[src/rtl/mem_arbiter.sv]
// -----------------------------------------------------------------------------
// mem_arbiter
//
// Shares the single pipelined main memory between the instruction cache and
// the data cache. One requester is granted at a time. A granted refill issues
// BLK_WORDS consecutive word reads, one per cycle, and steers each returned
// word into the granted cache's data array. A granted write-through store
// issues a single write cycle.
//
// Grant priority in IDLE (fixed): d_wr > d_miss > i_miss.
//
// After reset the arbiter sits in DRAIN for MEM_LAT cycles. Reads issued by
// a fill that the reset aborted can still come back during that window, and
// they are dropped there instead of being written into a cache.
//
// Optional feature:
//   MEM_ARB_PERF_CNT_EN  when defined, i_fill_cnt / d_fill_cnt count completed
//                        fills and busy_cyc counts busy cycles outside DRAIN.
//                        All three saturate at 0xFFFF and clear on rst. When
//                        undefined, the three ports are tied to zero.
//
// Ports:
//   clk, rst            clock; synchronous active-high reset
//   i_miss, i_addr      I-cache refill request (level) and miss address
//   d_miss, d_addr      D-cache refill request (level) and address
//   d_wr, d_wdata       D-side write-through store request (level) and data
//   mem_en, mem_wr      memory issue strobe and write qualifier
//   mem_addr, mem_wdata memory issue address and write data
//   mem_rdata, mem_valid returned read word and its valid strobe
//   fill_data, fill_word word and word offset for the cache data array
//   i_fill_we, d_fill_we data array write enables
//   i_fill_done, d_fill_done one-cycle pulse when a block is complete
//   d_wr_done           one-cycle pulse when a store is accepted by memory
//   busy                arbiter is not in IDLE
//   i_fill_cnt, d_fill_cnt, busy_cyc  performance counters
// -----------------------------------------------------------------------------
module mem_arbiter #(
    parameter int ADDR_W    = 16,
    parameter int DATA_W    = 16,
    parameter int BLK_WORDS = 8,
    parameter int MEM_LAT   = 4
) (
    input  logic                         clk,
    input  logic                         rst,

    input  logic                         i_miss,
    input  logic [ADDR_W-1:0]            i_addr,
    input  logic                         d_miss,
    input  logic                         d_wr,
    input  logic [ADDR_W-1:0]            d_addr,
    input  logic [DATA_W-1:0]            d_wdata,

    output logic                         mem_en,
    output logic                         mem_wr,
    output logic [ADDR_W-1:0]            mem_addr,
    output logic [DATA_W-1:0]            mem_wdata,
    input  logic [DATA_W-1:0]            mem_rdata,
    input  logic                         mem_valid,

    output logic [DATA_W-1:0]            fill_data,
    output logic [$clog2(BLK_WORDS)-1:0] fill_word,
    output logic                         i_fill_we,
    output logic                         d_fill_we,
    output logic                         i_fill_done,
    output logic                         d_fill_done,
    output logic                         d_wr_done,
    output logic                         busy,

    output logic [15:0]                  i_fill_cnt,
    output logic [15:0]                  d_fill_cnt,
    output logic [15:0]                  busy_cyc
);

    localparam int WORD_W  = $clog2(BLK_WORDS);
    localparam int DRAIN_W = $clog2(MEM_LAT + 1);

    localparam logic [WORD_W-1:0]  WORD_LAST  = WORD_W'(BLK_WORDS - 1);
    localparam logic [DRAIN_W-1:0] DRAIN_LAST = DRAIN_W'(MEM_LAT - 1);
    // Block is BLK_WORDS words of two bytes each; clear the offset bits.
    localparam logic [ADDR_W-1:0]  BLK_MASK   = ~ADDR_W'(2 * BLK_WORDS - 1);

    typedef enum logic [2:0] {
        DRAIN,
        IDLE,
        STORE,
        FILL_I,
        FILL_D,
        DONE_I,
        DONE_D
    } state_t;

    state_t              state;
    state_t              next_state;

    logic [DRAIN_W-1:0]  drain_cnt;
    logic [WORD_W-1:0]   issue_cnt;
    logic                issue_end;
    logic [WORD_W-1:0]   rcv_cnt;
    logic [ADDR_W-1:0]   base;
    logic [ADDR_W-1:0]   issue_off;

    // Byte offset of the word currently being issued within the block.
    assign issue_off = {{(ADDR_W - WORD_W - 1){1'b0}}, issue_cnt, 1'b0};

    // -------------------------------------------------------------------------
    // State register
    // -------------------------------------------------------------------------
    always_ff @(posedge clk) begin
        if (rst) begin
            state <= DRAIN;
        end else begin
            state <= next_state;
        end
    end

    // -------------------------------------------------------------------------
    // Next-state logic
    // A fill ends on the last returned word, not on the last issue, so the
    // receive counter (which wraps back to zero) is what closes the block.
    // -------------------------------------------------------------------------
    always_comb begin
        next_state = state;
        case (state)
            DRAIN: begin
                if (drain_cnt == DRAIN_LAST) begin
                    next_state = IDLE;
                end
            end
            IDLE: begin
                if (d_wr) begin
                    next_state = STORE;
                end else if (d_miss) begin
                    next_state = FILL_D;
                end else if (i_miss) begin
                    next_state = FILL_I;
                end
            end
            STORE: begin
                next_state = IDLE;
            end
            FILL_I: begin
                if (mem_valid && (rcv_cnt == WORD_LAST)) begin
                    next_state = DONE_I;
                end
            end
            FILL_D: begin
                if (mem_valid && (rcv_cnt == WORD_LAST)) begin
                    next_state = DONE_D;
                end
            end
            DONE_I: begin
                next_state = IDLE;
            end
            DONE_D: begin
                next_state = IDLE;
            end
            default: begin
                next_state = DRAIN;
            end
        endcase
    end

    // -------------------------------------------------------------------------
    // Fill sequencing: drain counter, issue/receive counters, block base.
    // issue_end stops issuing once the 3-bit issue counter has wrapped, since
    // the counter alone cannot tell "not started" from "all issued".
    // -------------------------------------------------------------------------
    always_ff @(posedge clk) begin
        if (rst) begin
            drain_cnt <= '0;
            issue_cnt <= '0;
            issue_end <= 1'b0;
            rcv_cnt   <= '0;
            base      <= '0;
        end else begin
            drain_cnt <= (state == DRAIN) ? drain_cnt + DRAIN_W'(1) : '0;

            case (state)
                IDLE: begin
                    issue_cnt <= '0;
                    issue_end <= 1'b0;
                    rcv_cnt   <= '0;
                    if (next_state == FILL_D) begin
                        base <= d_addr & BLK_MASK;
                    end else if (next_state == FILL_I) begin
                        base <= i_addr & BLK_MASK;
                    end
                end
                FILL_I, FILL_D: begin
                    if (!issue_end) begin
                        issue_cnt <= issue_cnt + WORD_W'(1);
                        if (issue_cnt == WORD_LAST) begin
                            issue_end <= 1'b1;
                        end
                    end
                    if (mem_valid) begin
                        rcv_cnt <= rcv_cnt + WORD_W'(1);
                    end
                end
                default: begin
                end
            endcase
        end
    end

    // -------------------------------------------------------------------------
    // Output decode. Everything defaults to zero, so DRAIN and IDLE drive
    // only busy. Returns arriving outside FILL_x never reach a data array.
    // -------------------------------------------------------------------------
    always_comb begin
        mem_en      = 1'b0;
        mem_wr      = 1'b0;
        mem_addr    = '0;
        mem_wdata   = '0;
        fill_data   = '0;
        fill_word   = '0;
        i_fill_we   = 1'b0;
        d_fill_we   = 1'b0;
        i_fill_done = 1'b0;
        d_fill_done = 1'b0;
        d_wr_done   = 1'b0;
        busy        = (state != IDLE);

        case (state)
            STORE: begin
                mem_en    = 1'b1;
                mem_wr    = 1'b1;
                mem_addr  = d_addr;
                mem_wdata = d_wdata;
                d_wr_done = 1'b1;
            end
            FILL_I, FILL_D: begin
                if (!issue_end) begin
                    mem_en   = 1'b1;
                    mem_addr = base + issue_off;
                end
                fill_data = mem_rdata;
                fill_word = rcv_cnt;
                if (state == FILL_I) begin
                    i_fill_we = mem_valid;
                end else begin
                    d_fill_we = mem_valid;
                end
            end
            DONE_I: begin
                i_fill_done = 1'b1;
            end
            DONE_D: begin
                d_fill_done = 1'b1;
            end
            default: begin
            end
        endcase
    end

`ifdef MEM_ARB_PERF_CNT_EN
    logic [15:0] i_cnt_q;
    logic [15:0] d_cnt_q;
    logic [15:0] busy_q;

    // -------------------------------------------------------------------------
    // Saturating performance counters. DRAIN is excluded from busy time so
    // the count reflects memory traffic only.
    // -------------------------------------------------------------------------
    always_ff @(posedge clk) begin
        if (rst) begin
            i_cnt_q <= '0;
            d_cnt_q <= '0;
            busy_q  <= '0;
        end else begin
            if (i_fill_done && (i_cnt_q != 16'hFFFF)) begin
                i_cnt_q <= i_cnt_q + 16'd1;
            end
            if (d_fill_done && (d_cnt_q != 16'hFFFF)) begin
                d_cnt_q <= d_cnt_q + 16'd1;
            end
            if (busy && (state != DRAIN) && (busy_q != 16'hFFFF)) begin
                busy_q <= busy_q + 16'd1;
            end
        end
    end

    assign i_fill_cnt = i_cnt_q;
    assign d_fill_cnt = d_cnt_q;
    assign busy_cyc   = busy_q;
`else
    assign i_fill_cnt = 16'h0000;
    assign d_fill_cnt = 16'h0000;
    assign busy_cyc   = 16'h0000;
`endif

endmodule

[config.mk]
export PLATFORM = sky130hd
export DESIGN_NAME = mem_arbiter
export DESIGN_NICKNAME = d
export VERILOG_FILES = /design/src/rtl/mem_arbiter.sv
export SDC_FILE = /design/constraint.sdc
export NUM_CORES = 1
export LEC_CHECK = 0
export CAP_MARGIN = 20
export CORE_ASPECT_RATIO = 1.5
export CORE_UTILIZATION = 32
export DETAILED_ROUTE_END_ITERATION = 10
export PLACE_DENSITY = 0.82
export SYNTH_ARGS = -nofsm -noshare
export SYNTH_HDL_FRONTEND = slang
export SYNTH_SLANG_ARGS = --single-unit
[constraint.sdc]
create_clock -name clk -period 2.06 [get_ports clk]
set_clock_uncertainty 0.15 [all_clocks]
set_input_delay 0.618 -clock clk [delete_from_list [all_inputs] [get_ports clk]]
set_output_delay 0.618 -clock clk [all_outputs]
set_load 0.01 [all_outputs]
==> impl_metrics.py <==
metrics = {
    "run_status": {
        "status": "complete, but fails checks",
        "violations": "negative setup slack",
    },
    "power": {
        "vdd_drop_max_mv": 0.325,
        "pwr-share-comb_pct": 41.1,
        "p_clk_share_pct": 21.5,
        "p_switching_mw": 0.452,
        "intPower_mw": 1.01,
        "powerDensity_mw_per_mm2": 436,
        "swShare_pct": 31.0,
        "p_total_mw": 1.46,
        "p_leak_nw": 1.63,
        "seq_power_share_pct": 37.4,
    },
    "yosys": {
        "synthFlopType": "dfxtp_1",
        "ys_ff_latch": 25,
        "synth_compound_area_share_pct": 16.5,
        "synthCells": 245,
        "synth_mux_area_share_pct": 0.560,
        "synth_edf_count": 0,
        "seq_area_frac_synth_pct": 24.9,
        "yosys_warnings": 0,
        "synthesis.area_sq_mm": 0.00201,
        "ys_types": 41,
        "synth-xor-area-share_pct": 0,
        "synth_top_family_by_area": "simple AND/OR/NAND/NOR gates",
        "synth_simple_gate_area_share_pct": 29.7,
        "async_reset_ff_share_pct": 0,
        "syn_avg_cell_area_sq_um": 8.21,
        "synth_fa_ha_area_share_pct": 3.73,
    },
    "sta": {
        "fin_crit_sh_pct": 123,
        "min_period_ns": 2.54,
        "final_hold_viol_count": 0,
        "setup_violations": 56,
        "timing.final.ws_setup_ns": -0.481,
        "slew_violations": 0,
        "rsz0062_at_grt": "true",
        "clock.fmax_ghz": 0.394,
    },
    "min_path": {
        "hold_class": "reg2reg",
        "worst_hold_path.num_cells": 1,
    },
    "global_route": {
        "antenna_found_initial": 0,
        "grt_pass1_wl_mm": 9.60,
        "gr-usage-met1_pct": 19.1,
        "grt_pass1_vias": 2074,
        "gr-usage-met2_pct": 37.3,
        "grt_util_all_layers_pct": 18.7,
        "top_usage_layer": "met2",
        "grt.overflow.total": 0,
        "grt_max_degree": 18,
        "grtUsageMet3_pct": 2.41,
    },
    "drt": {
        "post_drt_via_cell_ratio": 4.56,
        "vias": 2132,
        "dr.pass1.iters": 4,
        "drt_iter0_drc": 48,
        "routedWlPerCell_microns": 13.1,
        "drc": 0,
        "totalWireLength_mm": 6.15,
        "antenna_left": 0,
    },
    "place": {
        "gp_congestion": 0.732,
        "dp.final_hpwl_mm": 4.50,
        "place_ws_ns": -0.602,
        "io_buffers": 124,
    },
    "layout": {
        "post-route-util_pct": 55.0,
        "drive_above_1_share_pct": 32.0,
        "antenna_cells": 0,
        "fin_nets": 471,
        "area_growth_syn_to_layout_pct": 66.4,
        "layout_commonest_cell": "clkdlybuf4s50_1",
        "most-common-layout-cells": "64 x clkdlybuf4s50_1, 48 x conb_1, 30 x buf_2, 24 x and2_1, 24 x buf_4",
    },
    "cts": {
        "cts_hold_buf": 0,
        "cts.sinks": 25,
        "cts_root_buffer": "clkbuf_8",
        "insertion_delay_ns": 0.27,
        "cts_tree": "built",
        "cts_htree_levels": 1,
        "clockBufferDepth": 2,
        "clk_pin_slew_ns": 0.10,
        "cts_buffers": 3,
    },
    "setup_path": {
        "reg2reg_depth": 7,
        "critPathLaunchType": "flip-flop",
        "path_max_fanout": 7,
        "cp_data_required_time_ns": 1.29,
        "worst_setup_path_end_kind": "output pin",
        "crit_type": "reg2out",
        "critPathArrivalTime_ns": 1.77,
    },
    "run": {
        "maxCapViolCount": 0,
    },
    "die": {
        "die-height_microns": 99.1,
        "core_sq_mm": 0.00609,
        "die_w_microns": 66.7,
        "initial_core_util_pct": 33.1,
        "ios": 177,
        "rows": 35,
        "die_area_sq_mm": 0.00661,
    },
}
==> repair_timing <==
action,4_1_cts,5_1_grt
cloned,4,0
pin swaps,6,7
setup buffers,10,5
resized for setup,201,44
endpoints found under the setup margin,59,60
==> power by group through the flow <==
| stage | combinational (mW) | clock [mW] | sequential (mW) |
|---|---|---|---|
| 3_3_place_gp | 0.537 | 0 | 0.551 |
| 6_report | 0.599 | 0.314 | 0.545 |
| 4_1_cts | 0.594 | 0.330 | 0.545 |
| 2_1_floorplan | 0.329 | 0 | 0.551 |
| 3_5_place_dp | 0.550 | 0 | 0.553 |
| 5_1_grt | 0.656 | 0.351 | 0.550 |
==> Yosys cell counts (2+ instances only) <==
cell type / number / area (sq um)
buf_4: 49 / 368
and2_1: 27 / 169
dfxtp_1: 25 / 500
nor2_1: 20 / 75.1
a22o_1: 15 / 131
nor3_1: 14 / 70.1
o22ai_1: 12 / 75.1
and2_2: 9 / 67.6
nand2_1: 9 / 33.8
a21oi_1: 8 / 40.0
buf_6: 6 / 67.6
ha_1: 6 / 75.1
clkbuf_1: 4 / 15.0
nand3b_1: 4 / 30.0
nor2b_1: 4 / 25.0
buf_2: 3 / 15.0
inv_1: 3 / 11.3
and3_1: 2 / 12.5
and3b_1: 2 / 17.5
nand3_1: 2 / 10.0
==> per-layer routing <==
metal	part of all wire, %	vias up	wire, microns
met5	0	-	0
met4	1.3	0	77
met3	6.8	8	420
met2	56	114	3450
met1	36	974	2200
li1	-	1036	-
==> registers in the layout, summed over array words and instances, names as in the netlist <==
signal,flops
base,12
drain_cnt,3
issue_cnt,3
issue_end,1
rcv_cnt,3
state,3
==> area by class of cell <==
class / instances / area, sq um
Sequential cell: 25 / 504
Clock inverter: 1 / 8.76
Timing Repair Buffer: 162 / 1460
Clock buffer: 3 / 41.3
Inverter: 3 / 11.3
Multi-Input combinational cell: 200 / 1230
Tap cell: 74 / 92.6
Fill cell: 589 / 2740
==> cell families after synthesis <==
group / Yosys count
other: 1
AO/OA/AOI/OAI: 44
flip-flops: 25
multiplexers: 1
buffers and inverters: 67
adder cells (fa/ha/maj): 6
AND/OR/NAND/NOR: 101
==> worst paths after layout <==
check	startpoint	end	slack, ns
setup / recovery	state[2]	mem_addr[11]	-0.48
hold / removal	drain_cnt[0]	drain_cnt[0]	0.28
setup reg to reg	state[2]	issue_cnt[0]	0.14
hold reg to reg	drain_cnt[0]	drain_cnt[0]	0.28
==> worst max-delay path, cell delays in order, from the launching register on <==
cell and delay (ns):
dfxtp_2 0.37, or3b_4 0.42, a21oi_4 0.19, buf_12 0.15
buf_6 0.09, a22o_1 0.13, buf_2 0.14
==> through the flow <==
step	hold WS (ns)	std cells	area, sq um	setup TNS (ns)
floorplan	0.247	292	2190	0
global placement	0.255	448	3240	-24.23
detailed placement	0.264	448	3240	-24.99
CTS	0.279	466	3430	-21.58
global route	0.296	468	3350	-23.57
finish	0.278	468	3350	-19.72
(Power assumes the default switching activity.)
